$ cat src/rtl/ysyx_22050019_fetch_queue_if.sv
// Handshake bundle between the fetch queue, instruction memory and decode.
// master = fetch queue side, slave = memory/decode side.
interface ysyx_22050019_fetch_queue_if #(
    parameter int ADDR_W = 64,
    parameter int INST_W = 32
);
    logic              redirect_valid;
    logic [ADDR_W-1:0] redirect_pc;
    logic              imem_req_valid;
    logic              imem_req_ready;
    logic [ADDR_W-1:0] imem_req_addr;
    logic              imem_rsp_valid;
    logic [INST_W-1:0] imem_rsp_data;
    logic              out_valid;
    logic              out_ready;
    logic [ADDR_W-1:0] out_pc;
    logic [INST_W-1:0] out_inst;

    modport master (
        input  redirect_valid, redirect_pc, imem_req_ready, imem_rsp_valid, imem_rsp_data, out_ready,
        output imem_req_valid, imem_req_addr, out_valid, out_pc, out_inst
    );
    modport slave (
        output redirect_valid, redirect_pc, imem_req_ready, imem_rsp_valid, imem_rsp_data, out_ready,
        input  imem_req_valid, imem_req_addr, out_valid, out_pc, out_inst
    );
endinterface

$ cat src/rtl/ysyx_22050019_fetch_queue.sv
// Prefetch queue: in-order imem requests into a DEPTH-slot ring, flushed on redirect.
// Responses for requests issued before a redirect are counted in drop_cnt and discarded.
module ysyx_22050019_fetch_queue #(
    parameter int              ADDR_W   = 64,
    parameter int              INST_W   = 32,
    parameter int              DEPTH    = 4,
    parameter logic [ADDR_W-1:0] RESET_PC = 64'h80000000
) (
    input  logic                         clk,
    input  logic                         rst_n,
    ysyx_22050019_fetch_queue_if.master  bus,
    output logic [$clog2(DEPTH+1)-1:0]   count
);
    localparam int PTR_W = $clog2(DEPTH);
    localparam int CNT_W = $clog2(DEPTH+1);

    logic [ADDR_W-1:0] slot_pc     [DEPTH];
    logic [INST_W-1:0] slot_inst   [DEPTH];
    logic [DEPTH-1:0]  slot_filled;

    logic [PTR_W:0]    alloc_ptr, fill_ptr, head_ptr;
    logic [CNT_W-1:0]  drop_cnt;
    logic [ADDR_W-1:0] fpc;
    logic              run;

    logic [PTR_W-1:0]  alloc_idx, fill_idx, head_idx;
    logic              empty;
    logic [CNT_W:0]    credits_used;
    logic [PTR_W:0]    inflight;
    logic              req_fire, rsp_fill, pop;

    assign alloc_idx = alloc_ptr[PTR_W-1:0];
    assign fill_idx  = fill_ptr[PTR_W-1:0];
    assign head_idx  = head_ptr[PTR_W-1:0];

    // Same index with same wrap bit means nothing allocated.
    assign empty = (alloc_idx == head_idx) && (alloc_ptr[PTR_W] == head_ptr[PTR_W]);

    assign count        = CNT_W'(alloc_ptr - head_ptr);
    assign inflight     = alloc_ptr - fill_ptr;
    assign credits_used = {1'b0, count} + {1'b0, drop_cnt};

    assign bus.imem_req_valid = run && !bus.redirect_valid && (credits_used < (CNT_W+1)'(DEPTH));
    assign bus.imem_req_addr  = fpc;

    assign bus.out_valid = slot_filled[head_idx] && !empty;
    assign bus.out_pc    = slot_pc[head_idx];
    assign bus.out_inst  = slot_inst[head_idx];

    assign req_fire = bus.imem_req_valid && bus.imem_req_ready;
    assign rsp_fill = bus.imem_rsp_valid && (drop_cnt == '0);
    assign pop      = bus.out_valid && bus.out_ready;

    always_ff @(posedge clk or negedge rst_n) begin
        if (!rst_n) begin
            fpc         <= RESET_PC;
            alloc_ptr   <= '0;
            fill_ptr    <= '0;
            head_ptr    <= '0;
            drop_cnt    <= '0;
            run         <= 1'b0;
            slot_filled <= '0;
            for (int i = 0; i < DEPTH; i++) begin
                slot_pc[i]   <= '0;
                slot_inst[i] <= '0;
            end
        end else begin
            run <= 1'b1;
            if (bus.redirect_valid) begin
                // Everything still in flight becomes stale, including a response landing now.
                alloc_ptr   <= '0;
                fill_ptr    <= '0;
                head_ptr    <= '0;
                slot_filled <= '0;
                fpc         <= bus.redirect_pc & ~ADDR_W'(3);
                drop_cnt    <= drop_cnt + CNT_W'(inflight) - CNT_W'(bus.imem_rsp_valid);
            end else begin
                if (req_fire) begin
                    slot_pc[alloc_idx]     <= fpc;
                    slot_filled[alloc_idx] <= 1'b0;
                    alloc_ptr              <= alloc_ptr + 1'b1;
                    fpc                    <= fpc + ADDR_W'(4);
                end
                if (bus.imem_rsp_valid && drop_cnt != '0)
                    drop_cnt <= drop_cnt - 1'b1;
                if (rsp_fill) begin
                    slot_inst[fill_idx]   <= bus.imem_rsp_data;
                    slot_filled[fill_idx] <= 1'b1;
                    fill_ptr              <= fill_ptr + 1'b1;
                end
                if (pop) begin
                    slot_filled[head_idx] <= 1'b0;
                    head_ptr              <= head_ptr + 1'b1;
                end
            end
        end
    end
endmodule

$ cat src/flat_wrapper.sv
// flat-port wrapper written by rule: the top's interface ports become plain ports
module ysyx_22050019_fetch_queue_flat 
#(
    parameter int              ADDR_W   = 64,
    parameter int              INST_W   = 32,
    parameter int              DEPTH    = 4,
    parameter logic [ADDR_W-1:0] RESET_PC = 64'h80000000
)
  (clk, rst_n, count, bus_redirect_valid, bus_redirect_pc, bus_imem_req_ready, bus_imem_rsp_valid, bus_imem_rsp_data, bus_out_ready, bus_imem_req_valid, bus_imem_req_addr, bus_out_valid, bus_out_pc, bus_out_inst);
  ysyx_22050019_fetch_queue_if #(.ADDR_W(ADDR_W), .INST_W(INST_W)) bus_i ();
  input  logic clk;
  input  logic rst_n;
  output logic [$clog2(DEPTH+1)-1:0] count;
  input wire logic [$bits(bus_i.redirect_valid)-1:0] bus_redirect_valid;
  input wire logic [$bits(bus_i.redirect_pc)-1:0] bus_redirect_pc;
  input wire logic [$bits(bus_i.imem_req_ready)-1:0] bus_imem_req_ready;
  input wire logic [$bits(bus_i.imem_rsp_valid)-1:0] bus_imem_rsp_valid;
  input wire logic [$bits(bus_i.imem_rsp_data)-1:0] bus_imem_rsp_data;
  input wire logic [$bits(bus_i.out_ready)-1:0] bus_out_ready;
  output wire logic [$bits(bus_i.imem_req_valid)-1:0] bus_imem_req_valid;
  output wire logic [$bits(bus_i.imem_req_addr)-1:0] bus_imem_req_addr;
  output wire logic [$bits(bus_i.out_valid)-1:0] bus_out_valid;
  output wire logic [$bits(bus_i.out_pc)-1:0] bus_out_pc;
  output wire logic [$bits(bus_i.out_inst)-1:0] bus_out_inst;
  assign bus_i.redirect_valid = bus_redirect_valid;
  assign bus_i.redirect_pc = bus_redirect_pc;
  assign bus_i.imem_req_ready = bus_imem_req_ready;
  assign bus_i.imem_rsp_valid = bus_imem_rsp_valid;
  assign bus_i.imem_rsp_data = bus_imem_rsp_data;
  assign bus_i.out_ready = bus_out_ready;
  assign bus_imem_req_valid = bus_i.imem_req_valid;
  assign bus_imem_req_addr = bus_i.imem_req_addr;
  assign bus_out_valid = bus_i.out_valid;
  assign bus_out_pc = bus_i.out_pc;
  assign bus_out_inst = bus_i.out_inst;
  ysyx_22050019_fetch_queue #(.ADDR_W(ADDR_W), .INST_W(INST_W), .DEPTH(DEPTH), .RESET_PC(RESET_PC)) u_core (.clk(clk), .rst_n(rst_n), .bus(bus_i), .count(count));
endmodule
$ cat config.mk
export PLATFORM = sky130hd
export DESIGN_NAME = ysyx_22050019_fetch_queue_flat
export DESIGN_NICKNAME = d
export VERILOG_FILES = /design/src/rtl/ysyx_22050019_fetch_queue_if.sv /design/src/rtl/ysyx_22050019_fetch_queue.sv /design/src/flat_wrapper.sv
export SDC_FILE = /design/constraint.sdc
export NUM_CORES = 1
export LEC_CHECK = 0
export CORE_UTILIZATION = 40
export DETAILED_ROUTE_END_ITERATION = 6
export PLACE_DENSITY = 0.59
export SLEW_MARGIN = 20
export SYNTH_ARGS = -nofsm -noshare
export SYNTH_HDL_FRONTEND = slang
export SYNTH_SLANG_ARGS = --single-unit
$ cat constraint.sdc
create_clock -name clk -period 4.8 [get_ports clk]
set_input_delay 1.2 -clock clk [delete_from_list [all_inputs] [get_ports clk]]
set_output_delay 1.2 -clock clk [all_outputs]
set_load 0.01 [all_outputs]
==> results.sh <==
export IMPL_status="complete, no violations"
export IMPL_ant_nets=0
export IMPL_syn_area_um2=21300
export IMPL_routed_via_density=5.57
export IMPL_cts_hold_buf=0
export IMPL_clockRootBuffer="clkbuf_16"
export IMPL_grt_antenna_before_repair=2
export IMPL_grt_max_degree=113
export IMPL_critPathTopFamily="adder cells"
export IMPL_ys_ff_latch=455
export IMPL_async_flop_share=1.00
export IMPL_finalNetCount=1884
export IMPL_syn2layout_area_growth_pct=23.3
export IMPL_fmax_ghz=0.218
export IMPL_clock_path_buffers=3
export IMPL_hp_class="register to register"
export IMPL_clock_latency_ns=0.60
export IMPL_slew_viol_final=0
export IMPL_tritoncts="yes"
export IMPL_period_share=0.955
export IMPL_grt_first_pass_wirelength_mm=86.1
export IMPL_grt_remaining_overflow=0
export IMPL_firstDrtPassIters=6
export IMPL_die_height_um=232
export IMPL_wire_per_inst_um=22.1
export IMPL_period_minus_slack_ns=4.58
export IMPL_worstSetupPathType="register to output pin"
export IMPL_yosys_warnings=0
export IMPL_coreArea_um2=52600
export IMPL_hold_viol_final=0
export IMPL_drt_iter0_markers=806
export IMPL_synth_cell_type_count=64
export IMPL_synth_avg_cell_area_um2=13.8
export IMPL_vias=13900
export IMPL_final_layout_size_suffix_gt1_frac=0.319
export IMPL_io_buffers=260
export IMPL_cpPeakStageDelay_ns=0.58
export IMPL_relSlewSlack=0.339
export IMPL_post_cts_resized=0
export IMPL_maxCapViolCount=0
export IMPL_yosysSeqAreaShare=0.536
export IMPL_cp_cell_sequence="inv_1 -> ha_1 -> inv_1 -> fa_1 -> xnor2_1 -> ha_1 -> nor4b_2 -> and3_1 -> clkdlybuf4s50_1"
export IMPL_gp_congestion=0.751
export IMPL_clkSinkCount=455
export IMPL_cts_buffers=51
export IMPL_die_w_um=232
export IMPL_grt_pass1_vias=14500
export IMPL_cp_num_buf_inv=3
export IMPL_pin_count=267
export IMPL_drc_errors=0
export IMPL_synth_edff_count=0
export IMPL_syn_instance_count=1540
export IMPL_htreeDepth=2
export IMPL_slowest_stage="clkdlybuf4s50_1"
export IMPL_setup_violations=0
export IMPL_leakage_nw=11.5
export IMPL_track_usage=0.208
export IMPL_routed_wl_mm=55.0
export IMPL_ys_flop_type="dfrtp_1"
export IMPL_power_density_nw_per_um2=469
export IMPL_cp_end_kind="output pin"
export IMPL_fin_tns_setup_ns=0
export IMPL_hpwl_mm=34.6
export IMPL_power_w=0.0123
export IMPL_cts_clk_slew_worst_paths_ns=0.06
export IMPL_peakVddDrop_uv=277
export IMPL_std_cell_rows=84
export IMPL_cp_arrival_ns=3.38
export IMPL_cp_required_ns=3.60
export IMPL_rsz0062_at_grt="no"
export IMPL_startpoint_type="register"
export IMPL_post_cts_buffers=0
export IMPL_crit_fanout=6
export IMPL_fin_worst_skew_ns=0.0189
export IMPL_nFillCells=4580
export IMPL_start_util=0.404
export IMPL_tightest_slew_ns=0.992
export IMPL_seqCellArea_um2=11400
export IMPL_multiInputGateArea_um2=9220
export IMPL_dieArea_um2=54100
==> worst register-to-register path, cell delays in order (launching register included) <==
cell	delay (ns)
dfrtp_1	0.40
inv_1	0.20
ha_1	0.19
inv_1	0.05
fa_1	0.37
xnor2_1	0.22
ha_1	0.28
nor4b_2	0.29
and4_2	0.66
nand4_1	0.55
or3_1	0.52
a31o_2	0.26
==> cells in the final DEF (no fill, tap or decap), types with 4 or more instances in the layout <==
cell / n
clkbuf_16: 52
a22oi_1: 8
nand4_1: 17
nor3_1: 7
buf_12: 12
nand2_4: 4
clkbuf_1: 13
clkinv_2: 12
mux2_1: 8
buf_4: 17
mux2_2: 333
a221o_1: 6
mux2i_1: 6
conb_1: 5
or3_1: 8
o21ai_0: 60
clkinvlp_4: 4
a31o_2: 4
clkbuf_8: 8
xor2_1: 10
and3_1: 5
a21oi_1: 8
inv_1: 26
and2_1: 5
nor2_1: 27
xnor2_1: 8
o211ai_1: 27
mux4_2: 95
fa_1: 5
ha_1: 20
nor4_4: 4
nand2_1: 111
nand3_1: 56
clkdlybuf4s50_1: 258
dfrtp_1: 452
a31oi_1: 8
o311ai_0: 18
or4_1: 18
==> metal layers <==
metal  share of wire  up-vias  global-route usage
li1                -     6141                   -
met1            0.45     7315               0.287
met2            0.48      305               0.333
met3           0.046       96              0.0359
met4           0.028        0              0.0641
met5               0        -                   0
==> metrics by stage <==
step	utilization	cells	setup slack, ns	cell area (um2)	hold WS [ns]
floorplan	-	1543	1.06	21300	0.445
global placement	0.467	2392	0.650	24500	0.457
detailed placement	0.467	2392	0.708	24500	0.468
CTS	0.499	2486	0.149	26200	0.482
global route	0.499	2487	0.0191	26200	0.497
finish	0.499	2487	0.217	26200	0.477
==> cell usage after synthesis, types with 4 or more instances <==
cell type	count	area [um2]
a22oi_1	8	60.1
nor3_1	7	35.0
dfrtp_1	454	11400
o211ai_1	27	203
mux2_1	8	90.1
o311ai_0	18	158
fa_1	5	100
ha_1	20	250
nor2_1	28	105
mux2_2	333	3750
xnor2_1	8	70.1
nor4_4	4	85.1
nand2_1	115	432
buf_2	27	135
inv_1	27	101
xor2_1	10	87.6
a21oi_1	8	40.0
o21ai_0	60	300
buf_4	11	82.6
and3_1	5	31.3
and2_1	5	31.3
a31oi_1	8	50.1
nand3_1	56	280
nand4_1	17	106
mux2i_1	6	60.1
a31o_2	4	35.0
or4_1	18	135
a221o_1	6	60.1
or3_1	8	50.1
mux4_2	95	2140
buf_1	10	37.5
clkbuf_1	74	278
==> area by class of cell <==
type,count,area share
flip-flops and latches,455,0.435
multi-input cells,934,0.352
repair buffers,288,0.113
clock buffers,73,0.0557
well taps,688,0.0328
clock inverters,21,0.00783
inverters,27,0.00387
diodes,1,0.0000955
==> report_power, final <==
| group | switching, W | internal, W |
|---|---|---|
| clock network | 0.00159 | 0.00228 |
| registers | 0.000548 | 0.00468 |
| logic | 0.00125 | 0.00196 |
| total | 0.00339 | 0.00891 |
==> state kept, by name (all words and copies together) (netlist names) <==
register,cells
u_core.slot_filled,4
u_core.drop_cnt,3
u_core.bus.imem_req_addr,62
u_core.head_ptr,3
u_core.alloc_ptr,3
u_core.slot_inst,128
u_core.slot_pc,248
u_core.fill_ptr,3
u_core.run,1
==> path summary, 6_finish.rpt <==
path | startpoint | endpoint | slack [ns] | cells after the start
max reg2reg | u_core.alloc_ptr[0] | u_core.bus.imem_req_addr[53] | 0.70 | 11
max | u_core.alloc_ptr[0] | bus_imem_req_valid | 0.22 | 9
min in group asynchronous | rst_n | u_core.slot_pc[162] | 0.67 | 1
min | u_core.slot_pc[88] | u_core.slot_pc[88] | 0.48 | 2
max in group asynchronous | rst_n | u_core.slot_pc[248] | 3.11 | 2
min reg2reg | u_core.slot_pc[88] | u_core.slot_pc[88] | 0.48 | 2
==> cells by family after synthesis <==
family,Yosys count,synth area share
XOR/XNOR,18,0.00742
buffers and inverters,154,0.0327
AND/OR/NAND/NOR,289,0.0741
multiplexers,442,0.284
flip-flops,455,0.536
other,2,0.000353
adder cells (fa/ha/maj),25,0.0165
AO/OA/AOI/OAI,155,0.0488
Note: power is estimated with default switching activity, not from simulation.
